$ cat config.mk
export PLATFORM = sky130hd
export DESIGN_NAME = trv_mem_arbiter
export DESIGN_NICKNAME = d
export VERILOG_FILES = /design/src/rtl/trv_mem_arbiter.sv
export SDC_FILE = /design/constraint.sdc
export NUM_CORES = 1
export LEC_CHECK = 0
export ABC_AREA = 1
export CAP_MARGIN = 0
export CORE_AREA = 2 2 636 638
export DETAILED_ROUTE_END_ITERATION = 16
export DIE_AREA = 0 0 638 640
export PLACE_DENSITY = 0.3
export SYNTH_ARGS = -nofsm -noshare
export SYNTH_HDL_FRONTEND = slang
export SYNTH_SLANG_ARGS = --single-unit
$ cat constraint.sdc
create_clock -name clk -period 5.8 [get_ports clk]
set_input_delay 0.87 -clock clk [delete_from_list [all_inputs] [get_ports clk]]
set_output_delay 0.87 -clock clk [all_outputs]
set_load 0.01 [all_outputs]
$ cat src/rtl/trv_mem_arbiter.sv
// Round-robin arbiter sharing one tagged memory request/response channel among
// NUM_REQ traversal units, with a per-requester cap on in-flight requests.
module trv_mem_arbiter #(
    parameter int unsigned NUM_REQ         = 4,
    parameter int unsigned REQ_WIDTH       = 64,
    parameter int unsigned RESP_WIDTH      = 256,
    parameter int unsigned MAX_OUTSTANDING = 4,
    localparam int unsigned TAG_WIDTH      = (NUM_REQ > 1) ? $clog2(NUM_REQ) : 1
) (
    input  logic                            clk,
    input  logic                            arst_n,
    input  logic                            req_empty_n      [0:NUM_REQ-1],
    output logic                            req_read         [0:NUM_REQ-1],
    input  logic [REQ_WIDTH-1:0]            req_dout         [0:NUM_REQ-1],
    input  logic                            mem_req_full_n,
    output logic                            mem_req_write,
    output logic [TAG_WIDTH+REQ_WIDTH-1:0]  mem_req_din,
    input  logic                            mem_resp_empty_n,
    output logic                            mem_resp_read,
    input  logic [TAG_WIDTH+RESP_WIDTH-1:0] mem_resp_dout,
    input  logic                            resp_full_n      [0:NUM_REQ-1],
    output logic                            resp_write       [0:NUM_REQ-1],
    output logic [RESP_WIDTH-1:0]           resp_din         [0:NUM_REQ-1]
);

    localparam int unsigned CNT_WIDTH = $clog2(MAX_OUTSTANDING + 1);
    localparam logic [CNT_WIDTH-1:0] CNT_MAX = CNT_WIDTH'(MAX_OUTSTANDING);

    logic [TAG_WIDTH-1:0]  rr_ptr;
    logic [CNT_WIDTH-1:0]  cnt       [0:NUM_REQ-1];
    logic                  eligible  [0:NUM_REQ-1];
    logic                  grant_vld;
    logic [TAG_WIDTH-1:0]  grant_idx;
    logic                  issue;

    logic [TAG_WIDTH-1:0]  resp_tag;
    logic [RESP_WIDTH-1:0] resp_payload;
    logic                  tag_ok;
    logic                  tgt_ready;

    // A requester competes only while it has data and spare credit
    always_comb begin
        for (int unsigned i = 0; i < NUM_REQ; i++) begin
            eligible[i] = req_empty_n[i] && (cnt[i] < CNT_MAX);
        end
    end

    // First eligible requester at or after rr_ptr, wrapping modulo NUM_REQ
    always_comb begin
        grant_vld = 1'b0;
        grant_idx = '0;
        for (int unsigned k = 0; k < NUM_REQ; k++) begin
            if (!grant_vld && eligible[TAG_WIDTH'((32'(rr_ptr) + k) % NUM_REQ)]) begin
                grant_vld = 1'b1;
                grant_idx = TAG_WIDTH'((32'(rr_ptr) + k) % NUM_REQ);
            end
        end
    end

    assign issue = arst_n && grant_vld && mem_req_full_n;

    always_comb begin
        mem_req_write = issue;
        mem_req_din   = {grant_idx, req_dout[grant_idx]};
        for (int unsigned i = 0; i < NUM_REQ; i++) begin
            req_read[i] = issue && (grant_idx == TAG_WIDTH'(i));
        end
    end

    assign resp_tag     = mem_resp_dout[TAG_WIDTH+RESP_WIDTH-1 -: TAG_WIDTH];
    assign resp_payload = mem_resp_dout[RESP_WIDTH-1:0];

    // Out-of-range tags match no requester and are therefore always ready (dropped)
    always_comb begin
        tag_ok    = 1'b0;
        tgt_ready = 1'b0;
        for (int unsigned i = 0; i < NUM_REQ; i++) begin
            if (resp_tag == TAG_WIDTH'(i)) begin
                tag_ok    = 1'b1;
                tgt_ready = resp_full_n[i];
            end
        end
    end

    always_comb begin
        mem_resp_read = arst_n && mem_resp_empty_n && (!tag_ok || tgt_ready);
        for (int unsigned i = 0; i < NUM_REQ; i++) begin
            resp_write[i] = arst_n && mem_resp_empty_n && (resp_tag == TAG_WIDTH'(i))
                            && resp_full_n[i];
            resp_din[i]   = resp_payload;
        end
    end

    // Pointer moves just past the winner so it gets lowest priority next time
    always_ff @(posedge clk or negedge arst_n) begin
        if (!arst_n) begin
            rr_ptr <= '0;
        end else if (issue) begin
            rr_ptr <= (grant_idx == TAG_WIDTH'(NUM_REQ - 1)) ? '0 : grant_idx + TAG_WIDTH'(1);
        end
    end

    // Credit counters: issue adds, delivery removes, both together cancel
    always_ff @(posedge clk or negedge arst_n) begin
        if (!arst_n) begin
            for (int unsigned i = 0; i < NUM_REQ; i++) begin
                cnt[i] <= '0;
            end
        end else begin
            for (int unsigned i = 0; i < NUM_REQ; i++) begin
                case ({req_read[i], resp_write[i]})
                    2'b10:   if (cnt[i] != CNT_MAX) cnt[i] <= cnt[i] + CNT_WIDTH'(1);
                    2'b01:   if (cnt[i] != '0)      cnt[i] <= cnt[i] - CNT_WIDTH'(1);
                    default: cnt[i] <= cnt[i];
                endcase
            end
        end
    end

`ifndef SYNTHESIS
    for (genvar gi = 0; gi < NUM_REQ; gi++) begin : g_chk
        a_no_underflow: assert property (@(posedge clk) disable iff (!arst_n)
            !(resp_write[gi] && (cnt[gi] == '0)));
    end

    a_tag_range: assert property (@(posedge clk) disable iff (!arst_n)
        !(mem_resp_empty_n && !tag_ok));
`endif

endmodule
==> results of run 1 <==
path summary, 6_finish.rpt:
check	end	slack, ps	cells after the start
worst max-delay path	mem_req_din[7]	950	12
worst min-delay path	cnt[11]$_DFFE_PN0P_	500	1
worst max register to register	cnt[5]$_DFFE_PN0P_	1950	16
worst min register to register	cnt[11]$_DFFE_PN0P_	500	1
max in group asynchronous	cnt[7]$_DFFE_PN0P_	4360	2
min in group asynchronous	rr_ptr[1]$_DFFE_PN0P_	950	1
power groups by stage:
stage / clock network, uW / logic, uW / registers [uW]
2_1_floorplan: 0 / 3590 / 190
3_3_place_gp: 0 / 5950 / 213
6_report: 131 / 5730 / 214
4_1_cts: 134 / 5950 / 214
3_5_place_dp: 0 / 5920 / 215
5_1_grt: 139 / 6260 / 224
worst reg2reg max path: stages, from the launching register on:
cell	delay, ps
dfrtp_1	610
nand3_1	200
nand3_1	130
nand2_1	160
a21oi_1	300
nand2_4	150
nand2_8	360
nand2_1	250
nor2_1	330
inv_1	120
ha_1	250
xor2_1	180
ha_1	180
a21oi_1	150
xor2_1	160
nor2_1	70
xor2_1	140
layout by cell type (no fill, tap or decap), types with 3 or more instances in the layout:
cell type        netlist  layout
o21ai_0                5       5
diode_2                0      16
xor2_1                12      12
nor3_1                 5       5
nand2_1              352     351
clkbuf_16              0       3
clkdlybuf4s50_1        0     345
xnor2_1                4       4
a21oi_1                6       6
nor2_1                15      15
mux2_2                 4       4
buf_12                 0       6
inv_2                  4       3
ha_1                  17      17
nand3_1              148     147
inv_1                 84      84
buf_4               1035      10
nand3b_1              64      64
dfrtp_1               14      14
through the flow:
stage               hold slack (ps)  setup WS, ps  instance area [sq um]
floorplan                       463          2590                  11900
global placement                488           772                  14100
detailed placement              488           817                  14100
CTS                             497           821                  14200
global route                    518           640                  14200
finish                          496           954                  14300
state kept, by name (all words and copies together), names as in the netlist:
signal	flops
rr_ptr	2
cnt	12
cells by family after synthesis:
family / Yosys count / synth area share [%]
adder cells (fa/ha/maj): 17 / 1.79
XOR/XNOR: 16 / 1.18
flip-flops: 14 / 2.96
AND/OR/NAND/NOR: 590 / 22.5
buffers and inverters: 1170 / 70.5
multiplexers: 4 / 0.380
AO/OA/AOI/OAI: 15 / 0.697
cell type report:
type | instances | area [sq um]
Clock buffer | 3 | 75.1
Sequential cell | 14 | 350
Antenna cell | 16 | 40.0
Inverter | 89 | 339
Fill cell | 47693 | 387000
Tap cell | 5287 | 6620
Multi-Input combinational cell | 642 | 3190
Timing Repair Buffer | 361 | 3650
metal layers:
layer / share of wire (%) / vias up / wire (microns) / GRT usage [%]
li1: - / 3154 / - / -
met1: 15 / 3619 / 31200 / 4.15
met2: 49 / 1880 / 101000 / 16.8
met3: 33 / 280 / 67800 / 14.9
met4: 3.0 / 52 / 6180 / 2.15
met5: 0.29 / - / 590 / 0.544
==> results.md, run 1 <==
* Status: finished, final reports clean
* Drt via density at 1.40
* Relative slew slack at roughly 50%
* GP Congestion at between 0.7 and 0.8
* # Max-Cap Violations at 0
* Max Fclk at between 0.2 and 0.25 GHz
* Antenna-violating nets left at 0
* Internal power at 2480 uW
* Clock transition at path regs at around 50 ps
* Clock share of power at 2.2%
* Share of layout cells above drive strength 1 at under 10%
* Maximum vdd drop at 366 uV
* TritonCTS clock tree: built
* Core Util, Final at 3.55%
* Vias in the first global route at 8598
* Post-synth EDFFs at 0
* Initial Utilization at approximately 3%
* Critical path class: input pin to primary output
* Worst skew pair latency at 240 ps
* Area share of the largest cell type after synthesis at 65.6%
* Cts-stage hold buffer count at 0
* Number of buffers created by CTS at 3
* CP max stage cell: clkdlybuf4s50_1
* Most used DFF post-synth: dfrtp_1
* Core region area at approximately 0.40 sq mm
* GR Overflow Total at 0
* Total Wirelength at a little over 200000 microns
* Tmin final at approximately 4800 ps
* Nature of the critical path startpoint: input pin
* Worst hold-check path type: flop to flop
* Post-route clock skew at between 3 and 4 ps
* Net Sw Frac at between 50 and 60%
* Final Power at just over 6000 uW
* Post-cts resize count at 0
* DIE WIDTH at ~640 microns
* Area contributors post-synth: buf_4 (66%), nand2_1 (11%), nand3_1 (6.2%), nand3b_1 (4.1%), dfrtp_1 (3.0%)
* Clock Path Buffers at 2
* Net switching power figure at around 3600 uW
* Htree depth at 1
* Slowest stage delay, CP at just under 600 ps
* Avg Inst Size Synth at 6.49 sq um
* Critical path endpoint category: primary output
* Std cell rows at between 200 and 250
* CP required at slightly below 5000 ps
* WL/cell at around 32 microns
* RSZ-0062 raised after global routing: false
* Flop pwr share at roughly 3.5%
* Period utilization at a little over four fifths
* Combinational share of power at roughly 94%
* CTS root buffer: clkbuf_16
* Number of nets in the layout at between 1500 and 2000
* Seq/Total Area, Yosys at slightly below 3%
* Via Count at approximately 9000
* PwrDens at 426 mW/mm^2
* Total track usage at approximately 9.6%
* First-pass GRT wire length at about 230000 microns
* Largest net degree at the start of global routing at 67
* Dpl hpwl at 188000 microns
* Slew Viols, Final at 0
* Postcts setup bufs at 0
* Crit path buf inv count at 3
* Cells after synthesis at approximately 1800
* CP top delay family: simple AND/OR/NAND/NOR gates
* RR Startpoint: rr_ptr[0]$_DFFE_PN0P_
* Clk sink count at 14
* Async SR Flop Fraction at 100%
* Die area at approximately 0.41 sq mm
* Drt first pass iters at 5
* Ys Warns at 0
* Crit. Startpoint: req_empty_n[1]
* # DRC at 0
* Final setup viols at 0
* Most common cell in the netlist: buf_4
* Syn_nets at about 2400
* Crit path DAT at a little under 4000 ps
* IO Pins at approximately 1600
* Area delta synth->final at 20.3%
* Placed cells at 6393
* Leak pwr at between 0.003 and 0.004 uW
* Non-Filler Instances at 6412
* Setup TNS Final at 0 ps
* Yosys reg bits at 14
* Synth top cells by count: buf_4 (1035), nand2_1 (352), nand3_1 (148)
* Die Span Y at 640 microns
* Hold path start: cnt[11]$_DFFE_PN0P_
* Critical Path Fanout Max at 34
* Port bufs at 345
* 1st-iter DRT viols at around 700
* Mapped Area at approximately 0.012 sq mm
* Cell variety after synth at 27
* Final hold vios at 0
* Slew @ Worst Pin at roughly 740 ps
* Post-synth top area cell: buf_4
* Crit-path cells: clkdlybuf4s50_1 > nand3_2 > nand3_1 > nand2_1 > nand2_1 > nor2_1 > nand3_1 > nand2_4 > buf_4 > nand3_1 > nand2_1 > clkdlybuf4s50_1
* Initial antenna violation count at 53
Note: power is estimated with default switching activity, not from simulation.
==> inputs of run 2 (changes only) <==
- CORE_AREA: 2 2 636 638 -> 2 2 642 644
- DIE_AREA: 0 0 638 640 -> 0 0 644 646
- clock period: 5.8 -> 4 ns (I/O delays scaled with it)
==> results.md, run 2 (synthesis gave the netlist of run 1 again) <==
* GP Congestion at 0.762 (+2.9%)
* RSZ-0062 raised after global routing: true
* Relative slew slack at 66.9% (+16 points)
* First-pass GRT wire length at 221000 microns (-3.1%)
* Core region area at 0.409 sq mm (+1.8%)
* Number of nets in the layout at 1724 (+4.2%)
* Largest net degree at the start of global routing at 32 (-52%)
* Placed Area at 0.0150 sq mm (+6.2%)
* Status: finished, final reports clean
* Dpl hpwl at 182000 microns (-3.2%)
* Total track usage at 9.06% (-0.54 points)
* Cts-stage hold buffer count at 0 (unchanged)
* Met3 Usage GRT at 13.4% (-1.5 points)
* Hold Worst Slack at 493 ps (-2.84 ps)
* WL/cell at 30.2 microns (-6.3%)
* CP required at 3400 ps (-1530 ps)
* Leak pwr at 0.00454 uW (+16%)
* Final Power at 10800 uW (+78%)
* Crit path DAT at 3210 ps (-770 ps)
* FF-to-FF End: cnt[8]$_DFFE_PN0P_
* Critical Path Fanout Max at 22 (-35%)
* Met1 usage at 4.09% (-0.059 points)
* Top cell by count, worst path: nand2_1
* Area delta synth->final at 29.8%
* Post-route clock skew at 4.00 ps (+0.203 ps)
* Number of buffers created by CTS at 3 (unchanged)
* Critical path class: input pin to primary output
* Worst hold-check path type: flop to flop
* Die area at 0.416 sq mm (+1.9%)
* # DRC at 0 (unchanged)
* Reg2Reg Depth at 20 (+4)
* # Max-Cap Violations at 0 (unchanged)
* PwrDens at 705 mW/mm^2 (+65%)
* Via Count at 9154 (+1.9%)
* Setup slack, reg-to-reg at 520 ps (-1430 ps)
* Initial antenna violation count at 41 (-23%)
* GRT Max-Usage Layer: met2
* DIE WIDTH at 644 microns (+0.94%)
* Htree depth at 1 (unchanged)
* Setup TNS Final at 0 ps (unchanged)
* Worst skew pair latency at 240 ps (about the same)
* Antenna-violating nets left at 0 (unchanged)
* 1st-iter DRT viols at 533 (-22%)
* Most common cell after layout, fill and taps aside: nand2_1
* Crit-path cells: clkdlybuf4s50_1 > nand3_1 > nand2_1 > nand2_1 > nand2_1 > nand4_1 > nand2_4 > buf_4 > buf_12 > buf_12 > nand3_1 > nand2_1 > nand2_1 > nand2_1 > clkdlybuf4s50_1
* Port bufs at 345 (unchanged)
* Vias in the first global route at 8837 (+2.8%)
* Maximum vdd drop at 383 uV (+4.7%)
* Placed cells at 6620 (+3.6%)
* Slew Viols, Final at 0 (unchanged)
* GR Util met2 at 15.8% (-1.0 points)
* Slew @ Worst Pin at 495 ps (-243 ps)
* Total Wirelength at 200000 microns (-3.1%)
* Final hold vios at 0 (unchanged)
* Clock Path Buffers at 2 (unchanged)
* Max Fclk at 0.262 GHz
* Initial Utilization at 2.90% (-0.053 points)
* Hold path cells at 1 (unchanged)
* Max reg flops at 12 (unchanged)
* Largest registers: cnt (12), rr_ptr (2)
* Std cell rows at 235 (+0.86%)
* Die Span Y at 646 microns (+0.94%)
* Drt first pass iters at 5 (unchanged)
* Crit. Startpoint: req_empty_n[3]
* Tmin final at ~3800 ps
* CTS root buffer: clkbuf_16
* Clk sink count at 14 (unchanged)
* Period utilization at a little over nine tenths
* Critical path endpoint category: primary output
* Reg with most FFs: cnt
* Slowest stage delay, CP at 540 ps (-40 ps)
* Drt via density at 1.38 (-1.5%)
* Fillers at 48896 (+2.5%)
* GR Overflow Total at 0 (unchanged)
* End point of the critical path: mem_req_din[51]
* CP max stage cell: clkdlybuf4s50_1
* Non-Filler Instances at 6632 (+3.4%)
* Final setup viols at 0 (unchanged)
* Commonest cells after routing, fill and taps aside: nand2_1 (350), clkdlybuf4s50_1 (324), nand3_1 (141)
* Share of layout cells above drive strength 1 at 10.3% (+7.2 points)
* IO Pins at 1626 (unchanged)
* Nature of the critical path startpoint: input pin
* TritonCTS clock tree: built
* RR Startpoint: rr_ptr[0]$_DFFE_PN0P_
* Final Cell Area at 0.0154 sq mm (+7.9%)
* Clock transition at path regs at 50 ps (about the same)
[run 2: worst max-delay path: cells and delay by family]
kind                   cells  cell delay [ps]
AND/OR/NAND/NOR           10             1010
buffers and inverters      5             1570
[run 2: cell type report]
type / instances / area, sq um / area share [%]
Timing Repair Buffer: 431 / 4540 / 29.5
Clock buffer: 3 / 75.1 / 0.488
Inverter: 89 / 344 / 2.24
Multi-Input combinational cell: 642 / 3250 / 21.1
Sequential cell: 14 / 350 / 2.28
Tap cell: 5451 / 6820 / 44.3
Antenna cell: 2 / 5.00 / 0.0325
[run 2: worst min-delay path by stage]
| stage | start | to |
|---|---|---|
| floorplan | arst_n | cnt[0]$_DFFE_PN0P_ |
| global placement | cnt[2]$_DFFE_PN0P_ | cnt[2]$_DFFE_PN0P_ |
| detailed placement | cnt[2]$_DFFE_PN0P_ | cnt[2]$_DFFE_PN0P_ |
| CTS | cnt[2]$_DFFE_PN0P_ | cnt[2]$_DFFE_PN0P_ |
| global route | cnt[9]$_DFFE_PN0P_ | cnt[9]$_DFFE_PN0P_ |
| finish | cnt[2]$_DFFE_PN0P_ | cnt[2]$_DFFE_PN0P_ |
[run 2: power breakdown]
part	switching (uW)	leakage (uW)	internal (uW)
logic	5720	0.00433	4620
registers	95.6	0.000169	215
clock network	56.0	0.0000370	131
total	5870	0.00454	4970
[run 2: timing repair]
action                                  CTS  global route
hold endpoints to repair                  0             0
pin swaps                                 0             2
resized for setup                         9            36
cloned                                    0             3
setup buffers                             0             4
endpoints found under the setup margin   34            63
[run 2: stage by stage]
step | worst slack, ps | utilization (%)
2_1_floorplan | 1060 | -
3_5_place_dp | -168 | 3.68
4_1_cts | 0.228 | 3.70
5_1_grt | -32.9 | 3.76
3_3_place_gp | -183 | 3.68
6_report | 186 | 3.76
[run 2: metal layers]
metal	vias up	routed length (microns)
met5	-	1060
met4	45	7350
met3	284	62600
met2	1800	97800
met1	3738	31700
li1	3287	-
==> variant (flow settings as in run 1) <==
The parameter `REQ_WIDTH` goes from 64 to 128.
--- a/src/rtl/trv_mem_arbiter.sv
+++ b/src/rtl/trv_mem_arbiter.sv
@@ -2,7 +2,7 @@
 // NUM_REQ traversal units, with a per-requester cap on in-flight requests.
 module trv_mem_arbiter #(
     parameter int unsigned NUM_REQ         = 4,
-    parameter int unsigned REQ_WIDTH       = 64,
+    parameter int unsigned REQ_WIDTH       = 128,
     parameter int unsigned RESP_WIDTH      = 256,
     parameter int unsigned MAX_OUTSTANDING = 4,
     localparam int unsigned TAG_WIDTH      = (NUM_REQ > 1) ? $clog2(NUM_REQ) : 1
Ports: changed (resized mem_req_din and req_dout); port bits go from 1626 to 1946. No check against the original RTL was run, so the function may have changed too.
==> variant against run 1 <==
Clock skew barely moved. Critical path depth up 2. Cell area grew 44%. Via count grew 71%. Setup slack lost 0.19 ns. Sequential cell count did not move. Routed wire length up 26%. Area after synthesis increased by 24%. Largest cell class is now non-clock buffers.
Power is not compared: it rests on default switching activity, and its combinational part moved more than twofold at a synthesized area within 25%.
==> variant: results (changes against run 1) <==
- Filler cells: 47600 (-0.18%)
- Port Buffers: 665 (+93%)
- Number of global-route vias before repair: 14500 (+69%)
- Synth Area in Compound Gates: 0.681% (-0.016 points)
- Routed vias/inst: 2.10 (+50%)
- Syn avg cell area: 5.98 µm² (-7.9%)
- Critical path fanouts, max: 72 (+110%)
- Met3 Wirelength: 67300 µm (-0.65%)
- DP Worst Slack: 0.727 ns (-0.0898 ns)
- Ratio of cells with drive above 1 in the final layout: 4.46% (+1.3 points)
- Total GRT Usage: 12.1% (+2.5 points)
- Largest net degree at the start of global routing: 105 (+57%)
- Layout Nets: 2821 (+71%)
- Register area share after synthesis: 2.38% (-0.57 points)
- Synth area leaders: buf_4 (54%), nand2_1 (17%), nand3_1 (9.4%), nand3b_1 (6.5%), inv_1 (3.9%)
- M1 wire length: 62600 µm (+100%)
- Top post-synthesis cells by count: buf_4 (1049), nand2_1 (671), nand3_1 (277)
- Status: finished clean
- Adder-Cell Fraction of Synth Area: 1.45% (-0.35 points)
- Total power: 13.0 mW
- Yosys cell types: 28 (+3.7%)
- Mux contribution to synthesized area: 0.153% (-0.23 points)
- Met3 Use GR: 14.8% (-0.10 points)
- Drt pass-1 iters: 6 (+1)
- Crit path max-delay family: buffers and inverters
- Worst Skew: 0.00343 ns (-0.000363 ns)
- Relative slew margins: 46.5% (-4.2 points)
variant: logic make-up (layout without fill, tap and decap cells):
group | Yosys count | count (layout)
buffers and inverters | 1292 | 852
DFF | 14 | 14
other | 0 | 18
muxes | 2 | 2
AOI/OAI and AO/OA | 17 | 17
adders and majority gates | 17 | 17
and+or+nand+nor | 1102 | 1102
xor gates and xnor gates | 16 | 16
variant: layout make-up:
type / instances / area (µm²) / area share, %
repair buffers: 694 / 7340 / 35.8
well taps: 5287 / 6620 / 32.2
multi-input cells: 1154 / 5500 / 26.8
inverters: 155 / 592 / 2.88
flip-flops and latches: 14 / 350 / 1.71
clock buffers: 3 / 75.1 / 0.366
diodes: 18 / 45.0 / 0.219
variant: path summary, 6_finish.rpt:
check	endpoint	slack (ns)	depth (start not counted)
min in group asynchronous	cnt[4]	0.96	2
max reg2reg	cnt[5]	1.89	17
max	mem_req_din[83]	0.76	14
max in group asynchronous	rr_ptr[1]	4.63	2
min	cnt[2]	0.49	1
min reg2reg	cnt[2]	0.49	1
